$ cat config.mk
export PLATFORM = sky130hd
export DESIGN_NAME = wb_bus_watchdog
export DESIGN_NICKNAME = d
export VERILOG_FILES = /design/src/rtl/wb_watchdog_pkg.sv /design/src/rtl/wb_wdt_counter.sv /design/src/rtl/wb_bus_watchdog.sv
export SDC_FILE = /design/constraint.sdc
export NUM_CORES = 1
export LEC_CHECK = 0
export ABC_AREA = 1
export CELL_PAD_IN_SITES_DETAIL_PLACEMENT = 1
export CELL_PAD_IN_SITES_GLOBAL_PLACEMENT = 1
export CORE_UTILIZATION = 34
export DETAILED_ROUTE_END_ITERATION = 12
export PLACE_DENSITY = 0.91
export SLEW_MARGIN = 25
export SYNTH_ARGS = -nofsm -noshare
export SYNTH_HDL_FRONTEND = slang
export SYNTH_SLANG_ARGS = --single-unit
$ cat constraint.sdc
create_clock -name wb_clk_i -period 2.54 [get_ports wb_clk_i]
set_input_delay 0.508 -clock wb_clk_i [delete_from_list [all_inputs] [get_ports wb_clk_i]]
set_output_delay 0.508 -clock wb_clk_i [all_outputs]
set_load 0.005 [all_outputs]
$ cat src/rtl/wb_watchdog_pkg.sv
// Shared definitions for the Wishbone bus watchdog.
//   - FSM state encoding (idle / forwarding / responding)
//   - default error read data and local status register address
//   - error counter width and its saturating increment helper
package wb_watchdog_pkg;

  typedef logic [1:0] wdt_state_t;

  localparam wdt_state_t StIdle = 2'd0;
  localparam wdt_state_t StFwd  = 2'd1;
  localparam wdt_state_t StResp = 2'd2;

  localparam logic [31:0] WdtErrData   = 32'hDEAD_BEEF;
  localparam logic [31:0] WdtStatusAdr = 32'h3000_FFFC;

  localparam int unsigned ErrCntW = 16;

  // Holds at all-ones instead of wrapping.
  function automatic logic [ErrCntW-1:0] sat_inc(input logic [ErrCntW-1:0] v);
    return (v == '1) ? v : v + ErrCntW'(1);
  endfunction

endpackage

$ cat src/rtl/wb_wdt_counter.sv
// Watchdog cycle counter: an up-counter that loads zero on clear_i, counts while en_i
// is high, and flags the last allowed cycle of a forwarded request.
//   clk_i   clock
//   rst_ni  asynchronous active-low reset
//   clear_i load zero (takes priority over en_i)
//   en_i    count enable
//   tc_o    high while the count equals TIMEOUT_CYCLES-1
module wb_wdt_counter #(
  parameter int unsigned TIMEOUT_CYCLES = 255
) (
  input  logic clk_i,
  input  logic rst_ni,
  input  logic clear_i,
  input  logic en_i,
  output logic tc_o
);

  localparam int unsigned CntW = $clog2(TIMEOUT_CYCLES + 1);
  localparam logic [CntW-1:0] TcVal = CntW'(TIMEOUT_CYCLES - 1);

  logic [CntW-1:0] cnt_q, cnt_d;

  always_comb begin
    cnt_d = cnt_q;
    if (clear_i) begin
      cnt_d = '0;
    end else if (en_i) begin
      cnt_d = cnt_q + CntW'(1);
    end
  end

  always_ff @(posedge clk_i or negedge rst_ni) begin
    if (!rst_ni) begin
      cnt_q <= '0;
    end else begin
      cnt_q <= cnt_d;
    end
  end

  assign tc_o = (cnt_q == TcVal);

endmodule

$ cat src/rtl/wb_bus_watchdog.sv
// Wishbone pass-through stage with a response watchdog. Each upstream request is
// registered and forwarded downstream; if the downstream ack does not arrive within
// TIMEOUT_CYCLES strobe cycles, the cycle is terminated locally with ERR_DATA.
//
// Optional feature macro: WB_WATCHDOG_STATUS_EN -- serves STATUS_ADR locally
// (read: {15'b0, last_was_timeout, err_count}; write: clears both).
//
// Ports:
//   wb_clk_i, wb_nrst_i             clock, asynchronous active-low reset
//   wbs_cyc/stb/we/sel/adr/dat_i    upstream request
//   wbs_ack_o, wbs_dat_o            upstream response (registered, one-cycle ack)
//   s_cyc/stb/we/sel/adr/dat_o      downstream request (registered)
//   s_ack_i, s_dat_i                downstream response
//   timeout_o                       one-cycle pulse per timeout
//   err_count_o                     saturating timeout count
module wb_bus_watchdog
  import wb_watchdog_pkg::*;
#(
  parameter int unsigned TIMEOUT_CYCLES = 255,
  parameter logic [31:0] ERR_DATA       = WdtErrData,
  parameter logic [31:0] STATUS_ADR     = WdtStatusAdr
) (
  input  logic               wb_clk_i,
  input  logic               wb_nrst_i,
  input  logic               wbs_stb_i,
  input  logic               wbs_cyc_i,
  input  logic               wbs_we_i,
  input  logic [3:0]         wbs_sel_i,
  input  logic [31:0]        wbs_adr_i,
  input  logic [31:0]        wbs_dat_i,
  output logic               wbs_ack_o,
  output logic [31:0]        wbs_dat_o,
  output logic               s_stb_o,
  output logic               s_cyc_o,
  output logic               s_we_o,
  output logic [3:0]         s_sel_o,
  output logic [31:0]        s_adr_o,
  output logic [31:0]        s_dat_o,
  input  logic               s_ack_i,
  input  logic [31:0]        s_dat_i,
  output logic               timeout_o,
  output logic [ErrCntW-1:0] err_count_o
);

  wdt_state_t         state_q, state_d;
  logic               strb_q, strb_d;
  logic               we_q, we_d;
  logic [3:0]         sel_q, sel_d;
  logic [31:0]        adr_q, adr_d;
  logic [31:0]        wdat_q, wdat_d;
  logic [31:0]        rdat_q, rdat_d;
  logic               ack_q, ack_d;
  logic               tmo_q, tmo_d;
  logic [ErrCntW-1:0] err_cnt_q, err_cnt_d;
  logic               cnt_clear, cnt_en, cnt_tc;
  logic               status_hit;

`ifdef WB_WATCHDOG_STATUS_EN
  logic last_tmo_q, last_tmo_d;
  assign status_hit = (wbs_adr_i == STATUS_ADR);
`else
  assign status_hit = 1'b0;
`endif

  wb_wdt_counter #(
    .TIMEOUT_CYCLES(TIMEOUT_CYCLES)
  ) u_counter (
    .clk_i  (wb_clk_i),
    .rst_ni (wb_nrst_i),
    .clear_i(cnt_clear),
    .en_i   (cnt_en),
    .tc_o   (cnt_tc)
  );

  always_comb begin
    state_d   = state_q;
    strb_d    = strb_q;
    we_d      = we_q;
    sel_d     = sel_q;
    adr_d     = adr_q;
    wdat_d    = wdat_q;
    rdat_d    = rdat_q;
    ack_d     = 1'b0;
    tmo_d     = 1'b0;
    err_cnt_d = err_cnt_q;
    cnt_clear = 1'b0;
    cnt_en    = 1'b0;
`ifdef WB_WATCHDOG_STATUS_EN
    last_tmo_d = last_tmo_q;
`endif
    case (state_q)
      StIdle: begin
        if (wbs_cyc_i && wbs_stb_i) begin
          if (status_hit) begin
`ifdef WB_WATCHDOG_STATUS_EN
            // Local register: answered straight from IDLE, never forwarded.
            state_d = StResp;
            ack_d   = 1'b1;
            rdat_d  = {15'b0, last_tmo_q, err_cnt_q};
            if (wbs_we_i) begin
              err_cnt_d  = '0;
              last_tmo_d = 1'b0;
            end
`endif
          end else begin
            state_d   = StFwd;
            strb_d    = 1'b1;
            we_d      = wbs_we_i;
            sel_d     = wbs_sel_i;
            adr_d     = wbs_adr_i;
            wdat_d    = wbs_dat_i;
            cnt_clear = 1'b1;
          end
        end
      end
      StFwd: begin
        cnt_en = 1'b1;
        // Abort beats ack beats timeout.
        if (!wbs_cyc_i) begin
          state_d = StIdle;
          strb_d  = 1'b0;
        end else if (s_ack_i) begin
          state_d = StResp;
          strb_d  = 1'b0;
          rdat_d  = s_dat_i;
          ack_d   = 1'b1;
`ifdef WB_WATCHDOG_STATUS_EN
          last_tmo_d = 1'b0;
`endif
        end else if (cnt_tc) begin
          state_d   = StResp;
          strb_d    = 1'b0;
          rdat_d    = ERR_DATA;
          ack_d     = 1'b1;
          tmo_d     = 1'b1;
          err_cnt_d = sat_inc(err_cnt_q);
`ifdef WB_WATCHDOG_STATUS_EN
          last_tmo_d = 1'b1;
`endif
        end
      end
      StResp: begin
        // Ack is already on the outputs; never re-accept in this cycle.
        state_d = StIdle;
      end
      default: begin
        state_d = StIdle;
        strb_d  = 1'b0;
      end
    endcase
  end

  always_ff @(posedge wb_clk_i or negedge wb_nrst_i) begin
    if (!wb_nrst_i) begin
      state_q   <= StIdle;
      strb_q    <= 1'b0;
      we_q      <= 1'b0;
      sel_q     <= '0;
      adr_q     <= '0;
      wdat_q    <= '0;
      rdat_q    <= '0;
      ack_q     <= 1'b0;
      tmo_q     <= 1'b0;
      err_cnt_q <= '0;
    end else begin
      state_q   <= state_d;
      strb_q    <= strb_d;
      we_q      <= we_d;
      sel_q     <= sel_d;
      adr_q     <= adr_d;
      wdat_q    <= wdat_d;
      rdat_q    <= rdat_d;
      ack_q     <= ack_d;
      tmo_q     <= tmo_d;
      err_cnt_q <= err_cnt_d;
    end
  end

`ifdef WB_WATCHDOG_STATUS_EN
  always_ff @(posedge wb_clk_i or negedge wb_nrst_i) begin
    if (!wb_nrst_i) begin
      last_tmo_q <= 1'b0;
    end else begin
      last_tmo_q <= last_tmo_d;
    end
  end
`endif

  assign wbs_ack_o   = ack_q;
  assign wbs_dat_o   = rdat_q;
  assign s_stb_o     = strb_q;
  assign s_cyc_o     = strb_q;
  assign s_we_o      = we_q;
  assign s_sel_o     = sel_q;
  assign s_adr_o     = adr_q;
  assign s_dat_o     = wdat_q;
  assign timeout_o   = tmo_q;
  assign err_count_o = err_cnt_q;

endmodule

==> results.ini, run 1 <==
[synth]
avgSynthCellArea_um2 = 10.7
synth_top_area_share_pct = 60.0
ys.warnings.count = 0
synthFlopType = dfrtp_1
ys_ff_latch = 130
synth_edf_count = 0
syn_nets = 616
async_flop_share_pct = 100
syn-cell-area_um2 = 5420
netlist_instances = 507
synthTopCellsByArea = dfrtp_1 60%, mux2_2 14%, nand2_1 7.3%
synth_top_area_cell = dfrtp_1
ys_types = 26
seq_area_frac_synth_pct = 60.0

[sta]
fin_setup_tns_ns = 0
fmax_ghz = 0.495
final.min_clock_period_ns = 2.02
final_hold_viol_count = 0
maxSlewHeadroom_pct = 68.8
fin_crit_sh_pct = 79.6
drv_slew = 0
worst_pin_slew_ns = 0.467
finClkSkew_ns = 0.00766
setup_viol = 0
rsz0062_at_grt = false
final.setup.worst_slack_ns = 0.518

[global_route]
grtUsageTotal_pct = 21.3
grt.met2_usage_pct = 38.9
grtUsageMet1_pct = 23.1
grt_pass1_vias = 5105
grt_max_degree = 62
antenna_found_initial = 0
busiest_layer = met2
overflow = 0
grt_first_pass_wirelength_um = 26600
use_met3_pct = 6.30

[routing]
ant_nets = 0
wire_per_inst_um = 17.2
avgViaCountPerCell = 4.66
first_pass_iters = 4
remaining_drc_errors = 0
vias = 4511
drt-total-wl_um = 16600
drt_iter0_drc = 116

[final_layout]
final_cell_mix = 225 x clkdlybuf4s50_1, 130 x dfrtp_1, 105 x nand2_1
register_area_um2 = 3250
finalNonFillerCells = 968
final_common_cell = clkdlybuf4s50_1
fin_nets = 853
multi_input_area_um2 = 1990
final_util_pct = 55.4
final.fill_count = 1664
area_growth_pct = 57.0
diodes = 0
drive_above_1_share_pct = 15.3

[clocking]
clockRootBuffer = clkbuf_16
ctsHtreeMaxLevel = 4
cts.repair.resized = 0
tritoncts = built
clk_pin_slew_worst_paths_ns = 0.06
numCtsBuffers = 17
cts_buffer_depth = 2
cts_hold_buf = 0
clk-insertion-delay-late_ns = 0.41
post-cts-setup-buffers = 0
cts_sinks = 130

[setup_path]
setup.worst_path.start = u_counter.cnt_q[0]
cpPeakStageDelay_ns = 0.40
worst_ep_arrival_time_ns = 2.32
cp_top_family = simple AND/OR/NAND/NOR gates
reg2regPathDepth = 10
cp_common_cell = nand2_1
path_max_fanout = 26
endpoint_kind = flip-flop
required_ns = 2.84
setup.worst_path.start_class = flip-flop
crit_path_top_delay_cell = dfrtp_1
r2r_end = wbs_dat_o[8]
r2r_start = u_counter.cnt_q[0]
critPathBufInv = 3
setup.worst_path.class = flip-flop to flip-flop
ff2ff_setup_slack_ns = 0.52
cp_num_cells = 10
cp_cell_sequence = inv_1 -> ha_1 -> nand3_1 -> nor2_1 -> buf_4 -> nand2_1 -> nand2_4 -> inv_1 -> nand2_1 -> nand2_1

[place]
place_ws_ns = 0.287
dp.cells = 936
io_buffers = 226
hpwl_um = 12300
gp_congestion = 0.793

[worst_hold_path]
holdCritPathClass = input pin to async pin

[run]
max_cap_violations = 0

[floorplanning]
die_h_um = 128
initial_core_util_pct = 35.3
die_w_um = 128
dieArea_um2 = 16500
coreArea_um2 = 15400
ioPinCount = 227
rows = 45

[power]
ir_worst_vdd_v = 0.000470
p_per_area_nw_per_um2 = 787
power_mw = 6.70
power.leakage_nw = 3.69

[status]
status = finished, final reports clean

-- cell usage after synthesis (4+ instances only) --
library cell and count:
nor2_4 5, dfrtp_1 130, nand3_1 27, mux2_2 68, nor2_1 98, nand2_1 105, xor2_1 5, inv_1 23
buf_2 7, nand3b_1 6, o21ai_0 4
-- area by class of cell --
| class | count | share of cell area (%) |
|---|---|---|
| flip-flops and latches | 130 | 38.2 |
| well taps | 211 | 3.10 |
| clock inverters | 10 | 1.29 |
| multi-input cells | 338 | 23.4 |
| repair buffers | 232 | 27.5 |
| clock buffers | 22 | 5.34 |
| inverters | 25 | 1.10 |
-- worst max path at each step --
stage                           to  slack, ns
floorplan              s_dat_o[19]       1.07
global placement     wbs_dat_o[24]       0.41
detailed placement  err_count_o[1]       0.29
CTS                   wbs_dat_o[8]       0.50
global route         wbs_dat_o[24]       0.26
finish                wbs_dat_o[8]       0.52
-- state kept, by name (all words and copies together) (netlist names), 2 cells and up --
signal	cells
err_count_o	16
s_adr_o	32
s_dat_o	32
s_sel_o	4
state_q	2
u_counter.cnt_q	8
wbs_dat_o	32
-- metal layers --
metal  part of all wire [%]  vias to the layer above  wire [um]
li1                       -                     2099          -
met4                    1.9                        0        322
met1                     37                     2233       6150
met3                    5.9                       24        986
met5                      0                        -          0
met2                     55                      155       9170
-- cell families (layout without fill, tap and decap cells) --
family	after synthesis	after routing	share of synthesized area, %
mux	70	70	14.5
buf+inv	39	289	3.35
fa+ha+maj	3	3	0.693
xor+xnor	5	5	0.808
flops	130	130	60.0
compound gates	8	8	0.762
simple gates	252	252	19.9
-- power breakdown --
part           switching [mW]  leakage (nW)  internal [mW]
Combinational           0.548          1.85           1.07
Clock                   0.888         0.266           1.46
Sequential              0.243          1.57           2.48
-- through the flow --
step / cell area (um^2) / hold WS (ns)
after floorplan: 5420 / 0.212
after global placement: 7950 / 0.470
after detailed placement: 7950 / 0.463
after CTS: 8510 / 0.0568
after global routing: 8510 / 0.0778
final: 8510 / 0.0473
Power figures use the tool's default switching activity.
==> run 2: changes to the inputs <==
CORE_UTILIZATION = 32   (was 34)
PLACE_DENSITY = 0.86   (was 0.91)
clock period = 1.95 ns   (was 2.54 ns; I/O delays follow)
==> run 2 against run 1 <==
Core utilization fell by 3.2 points; sequential cell count unchanged; via count up 0.58%; total power increased by 32%; largest cell class unchanged; design area grew 1.7%; setup slack worse by 0.40 ns; cell count increased by 1.8%; routed wire length down 3.7%; critical path type is now flip-flop to primary output.
==> results.ini, run 2 (synthesis gave the netlist of run 1 again) <==
[sta]
final_hold_viol_count = 0  ; unchanged
final.min_clock_period_ns = 1.83
fmax_ghz = 0.546
worst_pin_slew_ns = 0.389  ; was 0.467 ns
drv_slew = 0  ; unchanged
hold_ws_ns = 0.361  ; was 0.0473 ns
finClkSkew_ns = 0.00726  ; was 0.00766 ns
fin_crit_sh_pct = 94.0
setup_viol = 0  ; unchanged
maxSlewHeadroom_pct = 74.0  ; was 68.8%
rsz0062_at_grt = false  ; unchanged

[setup_path]
path_max_fanout = 8  ; was 26
setup.worst_path.class = flip-flop to primary output  ; was flip-flop to flip-flop
cp_top_family = buffers and inverters  ; was simple AND/OR/NAND/NOR gates
required_ns = 1.56  ; was 2.84 ns
cpPeakStageDelay_ns = 0.56  ; was 0.40 ns
crit_path_top_delay_cell = clkdlybuf4s50_1  ; was dfrtp_1
worst_ep_arrival_time_ns = 1.44  ; was 2.32 ns
endpoint_kind = primary output  ; was flip-flop
setup.worst_path.start_class = flip-flop  ; unchanged
cp_cell_sequence = clkdlybuf4s50_1  ; was inv_1 -> ha_1 -> nand3_1 -> nor2_1 -> buf_4 -> nand2_1 -> nand2_4 -> inv_1 -> nand2_1 -> nand2_1
critPathBufInv = 1  ; was 3

[routing]
wl_met3_um = 991  ; was 986 um
avgViaCountPerCell = 4.61  ; was 4.66
drt_iter0_drc = 171  ; was 116
vias = 4537  ; was 4511
first_pass_iters = 4  ; unchanged
highest_layer = met4  ; unchanged
wire_per_inst_um = 16.3  ; was 17.2 um
ant_nets = 0  ; unchanged
wl_met2_um = 8680  ; was 9170 um
remaining_drc_errors = 0  ; unchanged
drt-total-wl_um = 16000  ; was 16600 um
wl_met1_um = 6080  ; was 6150 um

[place]
dp.cells = 952  ; was 936
io_buffers = 226  ; unchanged
gp_congestion = 0.831  ; was 0.793
hpwl_um = 12000  ; was 12300 um

[final_layout]
fin_nets = 861  ; was 853
diodes = 0  ; unchanged
drive_above_1_share_pct = 16.6  ; was 15.3%
final_common_cell = clkdlybuf4s50_1  ; unchanged
finalNonFillerCells = 985  ; was 968
area_growth_pct = 59.8  ; was 57.0%
final_cell_mix = 225 x clkdlybuf4s50_1, 130 x dfrtp_1, 104 x nand2_1  ; was 225 x clkdlybuf4s50_1, 130 x dfrtp_1, 105 x nand2_1

[global_route]
overflow = 0  ; unchanged
grtUsageTotal_pct = 19.4  ; was 21.3%
grt_pass1_vias = 5146  ; was 5105
antenna_found_initial = 0  ; unchanged
grt_first_pass_wirelength_um = 26500  ; was 26600 um
grt_max_degree = 62  ; unchanged

[clocking]
cts_sinks = 130  ; unchanged
clockRootBuffer = clkbuf_16  ; unchanged
post-cts-setup-buffers = 0  ; unchanged
numCtsBuffers = 17  ; unchanged
clk_pin_slew_worst_paths_ns = 0.06  ; about the same
ctsHtreeMaxLevel = 4  ; unchanged
tritoncts = built  ; unchanged
clk-insertion-delay-late_ns = 0.41  ; about the same
cts_buffer_depth = 2  ; unchanged

[worst_hold_path]
holdCritPathClass = input pin to async pin  ; unchanged

[floorplanning]
ioPinCount = 227  ; unchanged
initial_core_util_pct = 32.7  ; was 35.3%
die_w_um = 132  ; was 128 um
die_h_um = 132  ; was 128 um
rows = 47  ; was 45
dieArea_um2 = 17500  ; was 16500 um^2
coreArea_um2 = 16600  ; was 15400 um^2

[status]
status = finished, final reports clean  ; unchanged

[power]
power.leakage_nw = 3.77  ; was 3.69 nW
p_per_area_nw_per_um2 = 1020  ; was 787 nW/um^2
power_mw = 8.84  ; was 6.70 mW
ir_worst_vdd_v = 0.000667  ; was 0.000470 V

[run]
max_cap_violations = 0  ; unchanged

==> run 2: what timing repair did <==
item / 4_1_cts / 5_1_grt
endpoints found under the setup margin: 0 / 1
hold buffers: 1 / 0
resized for setup: 0 / 1
endpoints found under the hold margin: 9 / 0
==> run 2: where the power goes <==
group | leakage, nW | internal, mW | switching (mW)
Sequential | 1.57 | 3.23 | 0.315
Clock | 0.290 | 1.99 | 1.19
Combinational | 1.91 | 1.41 | 0.688
==> run 2: metrics by stage <==
step	worst slack [ns]	area, um^2	TNS, ns	util (%)
4_1_cts	0.0702	8660	0	52.2
5_1_grt	0.0380	8660	0	52.2
6_report	0.117	8660	0	52.2
3_5_place_dp	-0.00356	8050	-0.00356	48.5
2_1_floorplan	0.505	5420	0	-
3_3_place_gp	0.0583	8050	0	48.5
==> run 2: worst paths after layout <==
check / from / end / slack, ns / cells past startpoint
worst max-delay path: err_count_o[10] / err_count_o[10] / 0.12 / 1
worst min-delay path: wb_nrst_i / wbs_dat_o[11] / 0.36 / 2
worst max register to register: err_count_o[1] / err_count_o[11] / 0.18 / 9
worst min register to register: wbs_dat_o[22] / wbs_dat_o[22] / 0.47 / 2
max in group asynchronous: wb_nrst_i / s_adr_o[7] / 1.02 / 3
min in group wb_clk_i: wbs_dat_o[22] / wbs_dat_o[22] / 0.47 / 2
==> run 2: per-layer routing <==
metal / global-route usage, % / up-vias
met2: 35.6 / 146
met5: 0 / -
met4: 6.65 / 0
met1: 20.9 / 2244
met3: 5.88 / 23
li1: - / 2124
==> run 2: area by class of cell <==
cell class              instances  area (um^2)
fillers                      1793         7920
clock inverters                11          129
clock buffers                  21          470
flip-flops and latches        130         3250
well taps                     220          275
inverters                      25         93.8
multi-input cells             338         2000
repair buffers                240         2440
==> run 2: worst reg2reg max path, cell delays in order (launching register included) <==
cell and delay, ns:
dfrtp_1 0.44, ha_1 0.22, nand2_1 0.10, nor2_2 0.19, nand2_1 0.15, nor2_4 0.19
nor2_4 0.07, buf_4 0.17, nand3_1 0.09, nand2_1 0.05
==> run 3: changes to the inputs <==
SLEW_MARGIN = 30   (was 25)
==> results of run 3 <==
Final layout, timing and power as in run 2 (identical DEF).
